<file path="config.mk">
export PLATFORM = sky130hd
export DESIGN_NAME = win_tile_gen
export DESIGN_NICKNAME = d
export VERILOG_FILES = /design/src/rtl/win_pkg.sv /design/src/rtl/win_line_buf.sv /design/src/rtl/win_tile_gen.sv
export SDC_FILE = /design/constraint.sdc
export NUM_CORES = 1
export LEC_CHECK = 0
export BUFFER_PORTS_ARGS = -buffer_cell sky130_fd_sc_hd__buf_4
export CORE_ASPECT_RATIO = 0.75
export CORE_MARGIN = 4
export CORE_UTILIZATION = 30
export CTS_CLUSTER_DIAMETER = 100
export DETAILED_ROUTE_END_ITERATION = 16
export PLACE_DENSITY = 0.51
export SYNTH_ARGS = -nofsm -noshare
export SYNTH_HDL_FRONTEND = slang
export SYNTH_SLANG_ARGS = --single-unit
</file>
<file path="constraint.sdc">
create_clock -name clk -period 3.65 [get_ports clk]
set_input_delay 0.73 -clock clk [delete_from_list [all_inputs] [get_ports clk]]
set_output_delay 0.73 -clock clk [all_outputs]
set_load 0.005 [all_outputs]
</file>
<file path="src/rtl/win_pkg.sv">
// Shared constants for the Winograd F(2x2,3x3) tile path: pixel width, tile geometry
// and the bit position of each tile element on the 128-bit bus.
package win_pkg;

  localparam int PIX_W  = 8;
  localparam int TILE_N = 16;
  localparam int TILE_W = TILE_N * PIX_W;

  // MSB position of element k; element 0 occupies the top byte of the bus.
  function automatic int tile_slice(input int k);
    return TILE_W - 1 - PIX_W * k;
  endfunction

endpackage

</file>
<file path="src/rtl/win_line_buf.sv">
// Four-row circular line buffer with one write port and a combinational 4x4 window read.
// The bottom-right window element forwards the write-port data, because the completing
// pixel is only written on the same edge the tile is captured.
module win_line_buf #(
  parameter int IMG_W = 8
) (
  input  logic                       clk,
  input  logic                       we,
  input  logic [1:0]                 wr_row,
  input  logic [$clog2(IMG_W)-1:0]   wr_col,
  input  logic [win_pkg::PIX_W-1:0]  wr_data,
  input  logic [1:0]                 rd_row,
  input  logic [$clog2(IMG_W)-1:0]   rd_col,
  output logic [win_pkg::TILE_W-1:0] window
);
  import win_pkg::*;

  localparam int XW = $clog2(IMG_W);

  logic [PIX_W-1:0] mem [4][IMG_W];

  // Pixel storage; contents are intentionally left uninitialised across reset.
  always_ff @(posedge clk) begin
    if (we) begin
      mem[wr_row][wr_col] <= wr_data;
    end
  end

  // Window gather: rows wrap modulo 4, columns are contiguous from rd_col.
  always_comb begin
    window = '0;
    for (int k = 0; k < TILE_N - 1; k++) begin
      window[tile_slice(k) -: PIX_W] = mem[rd_row + 2'(k / 4)][rd_col + XW'(k % 4)];
    end
    window[tile_slice(TILE_N - 1) -: PIX_W] = wr_data;
  end

endmodule

</file>
<file path="src/rtl/win_tile_gen.sv">
// Raster pixel stream to overlapping 4x4 tiles (stride 2) for the Winograd core.
// A tile is captured on the edge that accepts its bottom-right pixel.
module win_tile_gen #(
  parameter int IMG_W = 8,
  parameter int IMG_H = 8,
  parameter int PIX_W = 8
) (
  input  logic                     clk,
  input  logic                     rst,
  input  logic [PIX_W-1:0]         pix_in,
  input  logic                     pix_valid,
  output logic                     pix_ready,
  output logic [16*PIX_W-1:0]      tile,
  output logic                     tile_valid,
  input  logic                     tile_ready,
  output logic [$clog2(IMG_H)-1:0] tile_row,
  output logic [$clog2(IMG_W)-1:0] tile_col,
  output logic                     tile_last
);
  import win_pkg::*;

  localparam int XW = $clog2(IMG_W);
  localparam int YW = $clog2(IMG_H);

  logic [XW-1:0]            x_r;
  logic [YW-1:0]            y_r;
  logic [XW-1:0]            c0;
  logic [YW-1:0]            r0;
  logic                     accept;
  logic                     trigger;
  logic                     x_end;
  logic                     y_end;
  logic [TILE_N*PIX_W-1:0]  window;

  assign pix_ready = !rst && (!tile_valid || tile_ready);
  assign accept    = pix_valid && pix_ready;
  assign x_end     = (x_r == XW'(IMG_W - 1));
  assign y_end     = (y_r == YW'(IMG_H - 1));
  assign c0        = x_r - XW'(3);
  assign r0        = y_r - YW'(3);
  // Odd coordinates >= 3 mark the bottom-right corner of a stride-2 tile.
  assign trigger   = accept && y_r[0] && x_r[0] && (y_r >= YW'(3)) && (x_r >= XW'(3));

  win_line_buf #(.IMG_W(IMG_W)) u_line_buf (
    .clk     (clk),
    .we      (accept),
    .wr_row  (y_r[1:0]),
    .wr_col  (x_r),
    .wr_data (pix_in),
    .rd_row  (r0[1:0]),
    .rd_col  (c0),
    .window  (window)
  );

  // Raster counters, tile capture and output handshake.
  always_ff @(posedge clk) begin
    if (rst) begin
      x_r        <= '0;
      y_r        <= '0;
      tile       <= '0;
      tile_valid <= 1'b0;
      tile_row   <= '0;
      tile_col   <= '0;
      tile_last  <= 1'b0;
    end else begin
      if (accept) begin
        if (x_end) begin
          x_r <= '0;
          y_r <= y_end ? '0 : y_r + YW'(1);
        end else begin
          x_r <= x_r + XW'(1);
        end
      end
      if (trigger) begin
        tile       <= window;
        tile_valid <= 1'b1;
        tile_row   <= {1'b0, r0[YW-1:1]};
        tile_col   <= {1'b0, c0[XW-1:1]};
        tile_last  <= x_end && y_end;
      end else if (tile_ready) begin
        tile_valid <= 1'b0;
      end
    end
  end

endmodule

</file>
==> impl_metrics.sql, run 1 <==
INSERT INTO impl_metrics (metric_group, metric, value, unit) VALUES
('run_status', 'status', 'completed', ''),
('synthesis', 'synth_area_leader_cell', 'sky130_fd_sc_hd__edfxtp_1', ''),
('flow_run', 'drv.max_cap_violation_count', '0', ''),
('floorplanning', 'std_cell_rows', '91', ''),
('clocking', 'clkLatencyLatePin', '0.62', 'ns'),
('synthesis', 'post_synth_inst_count', '2124', ''),
('synthesis', 'synth-edff-count', '256', ''),
('place', 'port_buffers', '146', ''),
('power_and_ir_drop', 'cell_internal_pwr', '7810', 'uW'),
('worst_setup_path', 'reg2reg_slack', '0.12', 'ns'),
('synthesis', 'synth_compound_gate_area_share', '14.1', '%'),
('worst_setup_path', 'worst-path-buf-inv', '3', ''),
('power_and_ir_drop', 'power.ir.vdd_worst', '0.000285', 'V'),
('synthesis', 'synth_top_cells_by_area', 'sky130_fd_sc_hd__edfxtp_1, sky130_fd_sc_hd__mux4_2, sky130_fd_sc_hd__dfxtp_1', ''),
('synthesis', 'syn_area_per_cell', '11.9', 'um2'),
('worst_setup_path', 'timing.critical_path.from_type', 'register', ''),
('synthesis', 'synth_adder_area_share', '0.544', '%'),
('final_layout', 'multi_input_area', '13500', 'um2'),
('worst_setup_path', 'worst_r2r_path_depth', '8', ''),
('synthesis', 'synth_async_sr_flop_share', '0', '%'),
('floorplanning', 'num_io_pins', '149', ''),
('timing', 'report.final.hold_viol_count', '0', ''),
('routing', 'num_vias', '22020', ''),
('clocking', 'number_of_cells_upsized_or_downsized_after_cts', '0', ''),
('clocking', 'cts_hold_buf', '0', ''),
('floorplanning', 'chipHeight', '259', 'um'),
('place', 'place.detailed.instances', '3324', ''),
('timing', 'final.setup_skew', '0.0262', 'ns'),
('worst_setup_path', 'classification_of_the_worst_setup_path', 'reg2reg', ''),
('final_layout', 'fillerInstances', '8178', ''),
('clocking', 'tritoncts_num_sinks', '396', ''),
('synthesis', 'synth_cell_type_count', '64', ''),
('final_layout', 'layout-drive-gt1-share', '29.7', '%'),
('power_and_ir_drop', 'combinationalPowerShare', '10.1', '%'),
('place', 'place.detailed.hpwl', '97.4', 'mm'),
('min_path', 'worst_hold_path.num_cells', '2', ''),
('routing', 'drt-wirelength-per-cell', '38.1', 'um'),
('global_route', 'grt_use_total', '28.3', '%'),
('power_and_ir_drop', 'seqPwrFrac', '45.1', '%'),
('worst_setup_path', 'timing.critical_path.mode_cell', 'sky130_fd_sc_hd__buf_4', ''),
('floorplanning', 'fp.coreArea', '82900', 'um2'),
('synthesis', 'sequential_fraction_of_the_synthesis_area', '41.5', '%'),
('global_route', 'grt_max_degree', '129', ''),
('worst_setup_path', 'setup.worst_path.end_class', 'register', ''),
('synthesis', 'yosys.area_share.simple', '8.35', '%'),
('routing', 'count_of_routing_violations_after_the_opening_detailed_route_iteration', '3555', ''),
('timing', 'achievable-frequency', '0.283', 'GHz'),
('clocking', 'clkSlewWorstSetupHoldPaths', '0.07', 'ns'),
('final_layout', 'layout.cells.non_filler', '3410', ''),
('clocking', 'cts-htree-levels', '2', ''),
('power_and_ir_drop', 'power_switching_share', '26.2', '%'),
('worst_setup_path', 'critical_path.reg2reg.endpoint', 'tile[25]$_SDFFE_PP0P_', ''),
('worst_setup_path', 'critPathArrivalTime', '4.02', 'ns'),
('global_route', 'first_pass_grt_wire_length', '175', 'mm'),
('worst_setup_path', 'cp_slowest_cell', 'sky130_fd_sc_hd__mux2i_1', ''),
('final_layout', 'fin_nets', '2278', ''),
('timing', 'report.final.setup_viol', '0', ''),
('final_layout', 'area_growth_syn_to_layout', '16.4', '%'),
('timing', 'timing.final.crit_share', '96.8', '%'),
('clocking', 'cts-buffers-inserted', '45', ''),
('synthesis', 'yosysTopAreaCellShare', '30.4', '%'),
('synthesis', 'synth-xor-area-share', '0.139', '%'),
('synthesis', 'synth_area', '25300', 'um2'),
('clocking', 'cts.repair_timing.setup_buffer_count', '0', ''),
('worst_setup_path', 'crit_required', '4.14', 'ns'),
('place', 'post_dp_cell_area', '27900', 'um2'),
('synthesis', 'synth_mux_area_share', '30.0', '%'),
('routing', 'drtAntennaViolNets', '0', ''),
('synthesis', 'postSynthRegisterBits', '396', ''),
('min_path', 'min-delay-start', 'tile[3]$_SDFFE_PP0P_', ''),
('synthesis', 'main_combinational_cell_family_by_area_after_synthesis', 'multiplexers', '');
-- per-stage QoR --
step / total power (uW) / setup slack [ns] / hold slack, ns / utilization [%]
floorplan: 5420 / 0.416 / 0.448 / -
global placement: 5910 / 0.297 / 0.452 / 33.7
detailed placement: 5900 / 0.246 / 0.454 / 33.7
CTS: 10600 / 0.253 / 0.462 / 35.5
global route: 10800 / 0.0910 / 0.486 / 35.5
finish: 10600 / 0.117 / 0.459 / 35.5
-- worst register-to-register path: stages, from the launching register on --
cell and delay, ns:
sky130_fd_sc_hd__dfxtp_4 0.38, sky130_fd_sc_hd__buf_12 0.40, sky130_fd_sc_hd__buf_4 0.50, sky130_fd_sc_hd__mux4_2 0.38, sky130_fd_sc_hd__mux2i_1 0.84, sky130_fd_sc_hd__o22ai_1 0.20
sky130_fd_sc_hd__nor3_1 0.50, sky130_fd_sc_hd__buf_4 0.21, sky130_fd_sc_hd__nor2_1 0.04
-- flip-flops by register name (all words and copies together), names as in the netlist --
signal and count:
u_line_buf.mem 256, x_r 3, tile 128, tile_valid 1, y_r 3, tile_col 2
tile_last 1, tile_row 2
-- cells in the mapped netlist (54+ instances only) --
cell type	instances
sky130_fd_sc_hd__nor2_1	160
sky130_fd_sc_hd__o21ai_0	90
sky130_fd_sc_hd__a21oi_1	85
sky130_fd_sc_hd__mux2i_1	203
sky130_fd_sc_hd__buf_2	54
sky130_fd_sc_hd__edfxtp_1	256
sky130_fd_sc_hd__mux2_2	83
sky130_fd_sc_hd__nand2_1	177
sky130_fd_sc_hd__o22ai_1	105
sky130_fd_sc_hd__a211oi_1	57
sky130_fd_sc_hd__mux4_2	193
sky130_fd_sc_hd__dfxtp_1	140
sky130_fd_sc_hd__clkbuf_1	90
-- worst max path at each step --
stage                        startpoint               endpoint  slack (ns)  cells after the start
floorplan           x_r[0]$_SDFFE_PP0N_  tile[42]$_SDFFE_PP0P_        0.42                     14
global placement    y_r[0]$_SDFFE_PP0P_  tile[65]$_SDFFE_PP0P_        0.30                      9
detailed placement  y_r[0]$_SDFFE_PP0P_  tile[65]$_SDFFE_PP0P_        0.25                      9
CTS                 y_r[0]$_SDFFE_PP0P_  tile[65]$_SDFFE_PP0P_        0.25                      9
global route        y_r[0]$_SDFFE_PP0P_  tile[65]$_SDFFE_PP0P_        0.09                      9
finish              x_r[0]$_SDFFE_PP0N_  tile[25]$_SDFFE_PP0P_        0.12                      8
-- power groups by stage --
stage	logic (uW)	clock network, uW	registers [uW]
after global placement	1030	0	4870
after global routing	1090	4960	4770
after floorplan	546	0	4870
after CTS	1030	4780	4780
after detailed placement	1030	0	4870
final	1070	4730	4780
-- final cells by class --
cell class	count	share of cell area, %
Antenna cell	2	0.0170
Clock buffer	64	4.46
Inverter	9	0.123
Multi-Input combinational cell	1506	45.9
Clock inverter	20	0.647
Sequential cell	396	35.7
Tap cell	1116	4.75
Timing Repair Buffer	297	8.47
-- kinds of logic (layout without fill, tap and decap cells) --
kind of cell / after synthesis / in the layout
AO/OA/AOI/OAI: 516 / 516
multiplexers: 489 / 489
AND/OR/NAND/NOR: 484 / 484
flip-flops: 396 / 396
buffers and inverters: 223 / 390
adder cells (fa/ha/maj): 11 / 11
XOR/XNOR: 4 / 4
other: 1 / 4
-- per-layer routing --
metal	vias up	share of wire, %	routed length, um	track usage (%)
met5	-	0.17	224	0
met4	14	3.2	4220	7.84
met3	228	14	18000	10.5
met2	1658	39	51300	38.6
met1	11323	43	56300	41.7
li1	8797	-	-	-
-- placed cells by master, fill, tap and decap left out, types with 14 or more instances in the layout --
cell and count:
sky130_fd_sc_hd__a31oi_1 15, sky130_fd_sc_hd__nor3_1 53, sky130_fd_sc_hd__nand3_1 14, sky130_fd_sc_hd__o221a_2 16
sky130_fd_sc_hd__o21ai_0 90, sky130_fd_sc_hd__o32a_1 30, sky130_fd_sc_hd__edfxtp_1 256, sky130_fd_sc_hd__o221ai_1 15
sky130_fd_sc_hd__nor2_1 160, sky130_fd_sc_hd__a21oi_1 85, sky130_fd_sc_hd__mux2i_1 203, sky130_fd_sc_hd__buf_4 276
sky130_fd_sc_hd__dfxtp_1 138, sky130_fd_sc_hd__mux2_2 83, sky130_fd_sc_hd__and2_1 38, sky130_fd_sc_hd__nor4_1 15
sky130_fd_sc_hd__a211oi_1 57, sky130_fd_sc_hd__o22ai_1 105, sky130_fd_sc_hd__a221oi_1 26, sky130_fd_sc_hd__mux4_2 193
sky130_fd_sc_hd__clkbuf_16 48, sky130_fd_sc_hd__nand2_1 176, sky130_fd_sc_hd__buf_12 21
Note: power is estimated with default switching activity, not from simulation.
==> run 2, diff against run 1 <==
--- a/config.mk
+++ b/config.mk
@@ -9,9 +9,10 @@
 export CORE_ASPECT_RATIO = 0.75
 export CORE_MARGIN = 4
 export CORE_UTILIZATION = 30
+export CTS_BUF_LIST = sky130_fd_sc_hd__clkbuf_16
 export CTS_CLUSTER_DIAMETER = 100
 export DETAILED_ROUTE_END_ITERATION = 16
-export PLACE_DENSITY = 0.51
+export PLACE_DENSITY = 0.5
 export SYNTH_ARGS = -nofsm -noshare
 export SYNTH_HDL_FRONTEND = slang
 export SYNTH_SLANG_ARGS = --single-unit
==> run 2 against run 1 <==
Compared with the run above: global-route usage increased by 0.087 points; largest cell class unchanged; combinational power about the same; fmax decreased by 2.1%; hold slack got worse by 0.0042 ns.
==> impl_metrics.sql, run 2 (synthesis gave the netlist of run 1 again) <==
INSERT INTO impl_metrics (metric_group, metric, value, unit) VALUES
('power_and_ir_drop', 'cell_internal_pwr', '7620', 'uW'),
('timing', 'report.final.hold_viol_count', '0', ''),
('timing', 'final.setup_skew', '0.0707', 'ns'),
('final_layout', 'fillerInstances', '8164', ''),
('timing', 'grt_setup_unrepaired', 'false', ''),
('clocking', 'clockBufferDepth', '3', ''),
('global_route', 'grt_max_degree', '83', ''),
('worst_setup_path', 'worst_r2r_path_depth', '8', ''),
('power_and_ir_drop', 'power_switching_share', '27.3', '%'),
('power_and_ir_drop', 'p_total', '10500', 'uW'),
('timing', 'timing.final.max_slew_violations', '0', ''),
('power_and_ir_drop', 'p_leak', '0.00999', 'uW'),
('routing', 'wl_final', '130', 'mm'),
('power_and_ir_drop', 'combinationalPowerShare', '10.5', '%'),
('worst_setup_path', 'classification_of_the_worst_setup_path', 'reg2reg', ''),
('final_layout', 'largest_register_ff_count', '256', ''),
('min_path', 'worst_hold_path.num_cells', '2', ''),
('routing', 'num_vias', '21595', ''),
('final_layout', 'multi_input_area', '13500', 'um2'),
('place', 'port_buffers', '146', ''),
('clocking', 'cts.repair_timing.setup_buffer_count', '0', ''),
('clocking', 'cts-buffers-inserted', '46', ''),
('routing', 'detail_route.first_pass.iterations', '6', ''),
('place', 'place.detailed.hpwl', '97.9', 'mm'),
('place', 'post-place-ws', '0.151', 'ns'),
('routing', 'drtAntennaViolNets', '0', ''),
('min_path', 'min-delay-start', 'tile_row[0]$_SDFFE_PP0P_', ''),
('timing', 'achievable-frequency', '0.277', 'GHz'),
('timing', 'final_period_minus_worst_setup_slack', '3.61', 'ns'),
('floorplanning', 'dieWidth', '343', 'um'),
('clocking', 'cts-htree-levels', '2', ''),
('timing', 'timing.final.ws_setup', '0.0415', 'ns'),
('clocking', 'clock_tree_from_tritoncts', 'done', ''),
('flow_run', 'drv.max_cap_violation_count', '0', ''),
('floorplanning', 'area_of_the_die', '89000', 'um2'),
('timing', 'max_slew_margin', '30.7', '%'),
('place', 'globalplace.congestion', '1.02', ''),
('floorplanning', 'floorplan.initialDensity', '30.5', '%'),
('final_layout', 'layout.cells.non_filler', '3436', ''),
('final_layout', 'largest_register', 'u_line_buf.mem', ''),
('timing', 'setup-tns-final', '0', 'ns'),
('clocking', 'number_of_cells_upsized_or_downsized_after_cts', '0', ''),
('global_route', 'vias_in_the_first_global_route', '19825', ''),
('global_route', 'grt_use_total', '28.4', '%'),
('timing', 'timing.final.crit_share', '98.9', '%'),
('worst_setup_path', 'cp_max_fo', '62', ''),
('final_layout', 'utilization', '35.8', '%'),
('clocking', 'cts_hold_buf', '0', ''),
('routing', 'drc_errors', '0', ''),
('timing', 'worst_slew_pin_slew', '1.03', 'ns'),
('worst_setup_path', 'timing.critical_path.from_type', 'register', ''),
('power_and_ir_drop', 'powerDensity', '353', 'nW/um2'),
('worst_setup_path', 'timing.rr.start', 'y_r[0]$_SDFFE_PP0P_', ''),
('final_layout', 'layout-drive-gt1-share', '30.6', '%'),
('power_and_ir_drop', 'clock_share_of_power', '43.9', '%'),
('final_layout', 'final-seq-area', '10500', 'um2'),
('floorplanning', 'fp.coreArea', '82900', 'um2'),
('clocking', 'cts_root_buffer', 'sky130_fd_sc_hd__clkbuf_16', ''),
('final_layout', 'fin_nets', '2302', ''),
('routing', 'vias_per_std_cell', '6.28', ''),
('timing', 'report.final.setup_viol', '0', ''),
('power_and_ir_drop', 'net_switching_power', '2860', 'uW'),
('worst_setup_path', 'crit_required', '4.19', 'ns'),
('final_layout', 'final_common_cell', 'sky130_fd_sc_hd__buf_4', ''),
('routing', 'drt-wirelength-per-cell', '37.8', 'um'),
('worst_setup_path', 'critPathArrivalTime', '4.15', 'ns'),
('clocking', 'tritoncts_num_sinks', '396', ''),
('power_and_ir_drop', 'power.ir.vdd_worst', '0.000315', 'V'),
('final_layout', 'area_growth_syn_to_layout', '17.3', '%'),
('worst_setup_path', 'setup.worst_path.end_class', 'register', ''),
('clocking', 'clkLatencyLatePin', '0.65', 'ns'),
('min_path', 'min_path_type', 'reg2reg', ''),
('power_and_ir_drop', 'seqPwrFrac', '45.6', '%'),
('final_layout', 'layout_top_registers', 'u_line_buf.mem x256, tile x128', ''),
('global_route', 'first_pass_grt_wire_length', '175', 'mm'),
('floorplanning', 'num_io_pins', '149', ''),
('place', 'place.detailed.instances', '3347', ''),
('run_status', 'status', 'completed', ''),
('floorplanning', 'std_cell_rows', '91', ''),
('worst_setup_path', 'worstSetupStartpoint', 'y_r[0]$_SDFFE_PP0P_', ''),
('floorplanning', 'chipHeight', '259', 'um'),
('final_layout', 'layout_common_cells', 'sky130_fd_sc_hd__buf_4, sky130_fd_sc_hd__edfxtp_1, sky130_fd_sc_hd__mux2i_1', ''),
('routing', 'count_of_routing_violations_after_the_opening_detailed_route_iteration', '3334', ''),
('clocking', 'clkSlewWorstSetupHoldPaths', '0.06', 'ns'),
('global_route', 'grt-ovfl-total', '0', ''),
('global_route', 'antenna_violations_before_repair', '7', '');
-- run 2: area by class of cell --
| class | instances | area share [%] |
|---|---|---|
| Antenna cell | 3 | 0.0253 |
| Clock buffer | 47 | 3.97 |
| Clock inverter | 39 | 1.02 |
| Inverter | 9 | 0.118 |
| Multi-Input combinational cell | 1506 | 45.5 |
| Sequential cell | 396 | 35.4 |
| Tap cell | 1116 | 4.71 |
| Timing Repair Buffer | 320 | 9.32 |
-- run 2: power groups by stage --
stage                     Combinational (uW)  Clock (uW)  Sequential, uW
final                                   1100        4600            4780
after global routing                    1130        4870            4770
after CTS                               1080        4700            4780
after detailed placement                1070           0            4870
after global placement                  1080           0            4870
after floorplan                          546           0            4870
-- run 2: final timing paths --
kind	end	slack, ns
max reg2reg	tile[25]$_SDFFE_PP0P_	0.04
min reg2reg	tile_row[0]$_SDFFE_PP0P_	0.45
min	tile_row[0]$_SDFFE_PP0P_	0.45
max	tile[25]$_SDFFE_PP0P_	0.04
-- run 2: layer usage --
layer	wire length (um)	track usage, %	part of all wire (%)	vias up
met4	3720	6.90	2.9	4
met3	15400	8.06	12	161
met1	59400	43.6	46	11166
li1	-	-	-	8837
met5	20	0	0.015	-
met2	51200	38.9	39	1427
-- run 2: critical path, stage by stage (launching register included) --
cell and delay, ns:
sky130_fd_sc_hd__dfxtp_4 0.35, sky130_fd_sc_hd__buf_12 0.35, sky130_fd_sc_hd__buf_4 0.62, sky130_fd_sc_hd__mux4_2 0.58, sky130_fd_sc_hd__mux2i_1 0.45, sky130_fd_sc_hd__o22ai_1 0.18
sky130_fd_sc_hd__nor3_1 0.69, sky130_fd_sc_hd__buf_4 0.25, sky130_fd_sc_hd__nor2_1 0.04
-- run 2: stage by stage --
stage | cell area, um2 | hold slack (ns)
after floorplan | 25300 | 0.448
after global placement | 28200 | 0.449
after detailed placement | 28200 | 0.449
after CTS | 29700 | 0.458
after global routing | 29700 | 0.468
final | 29700 | 0.455
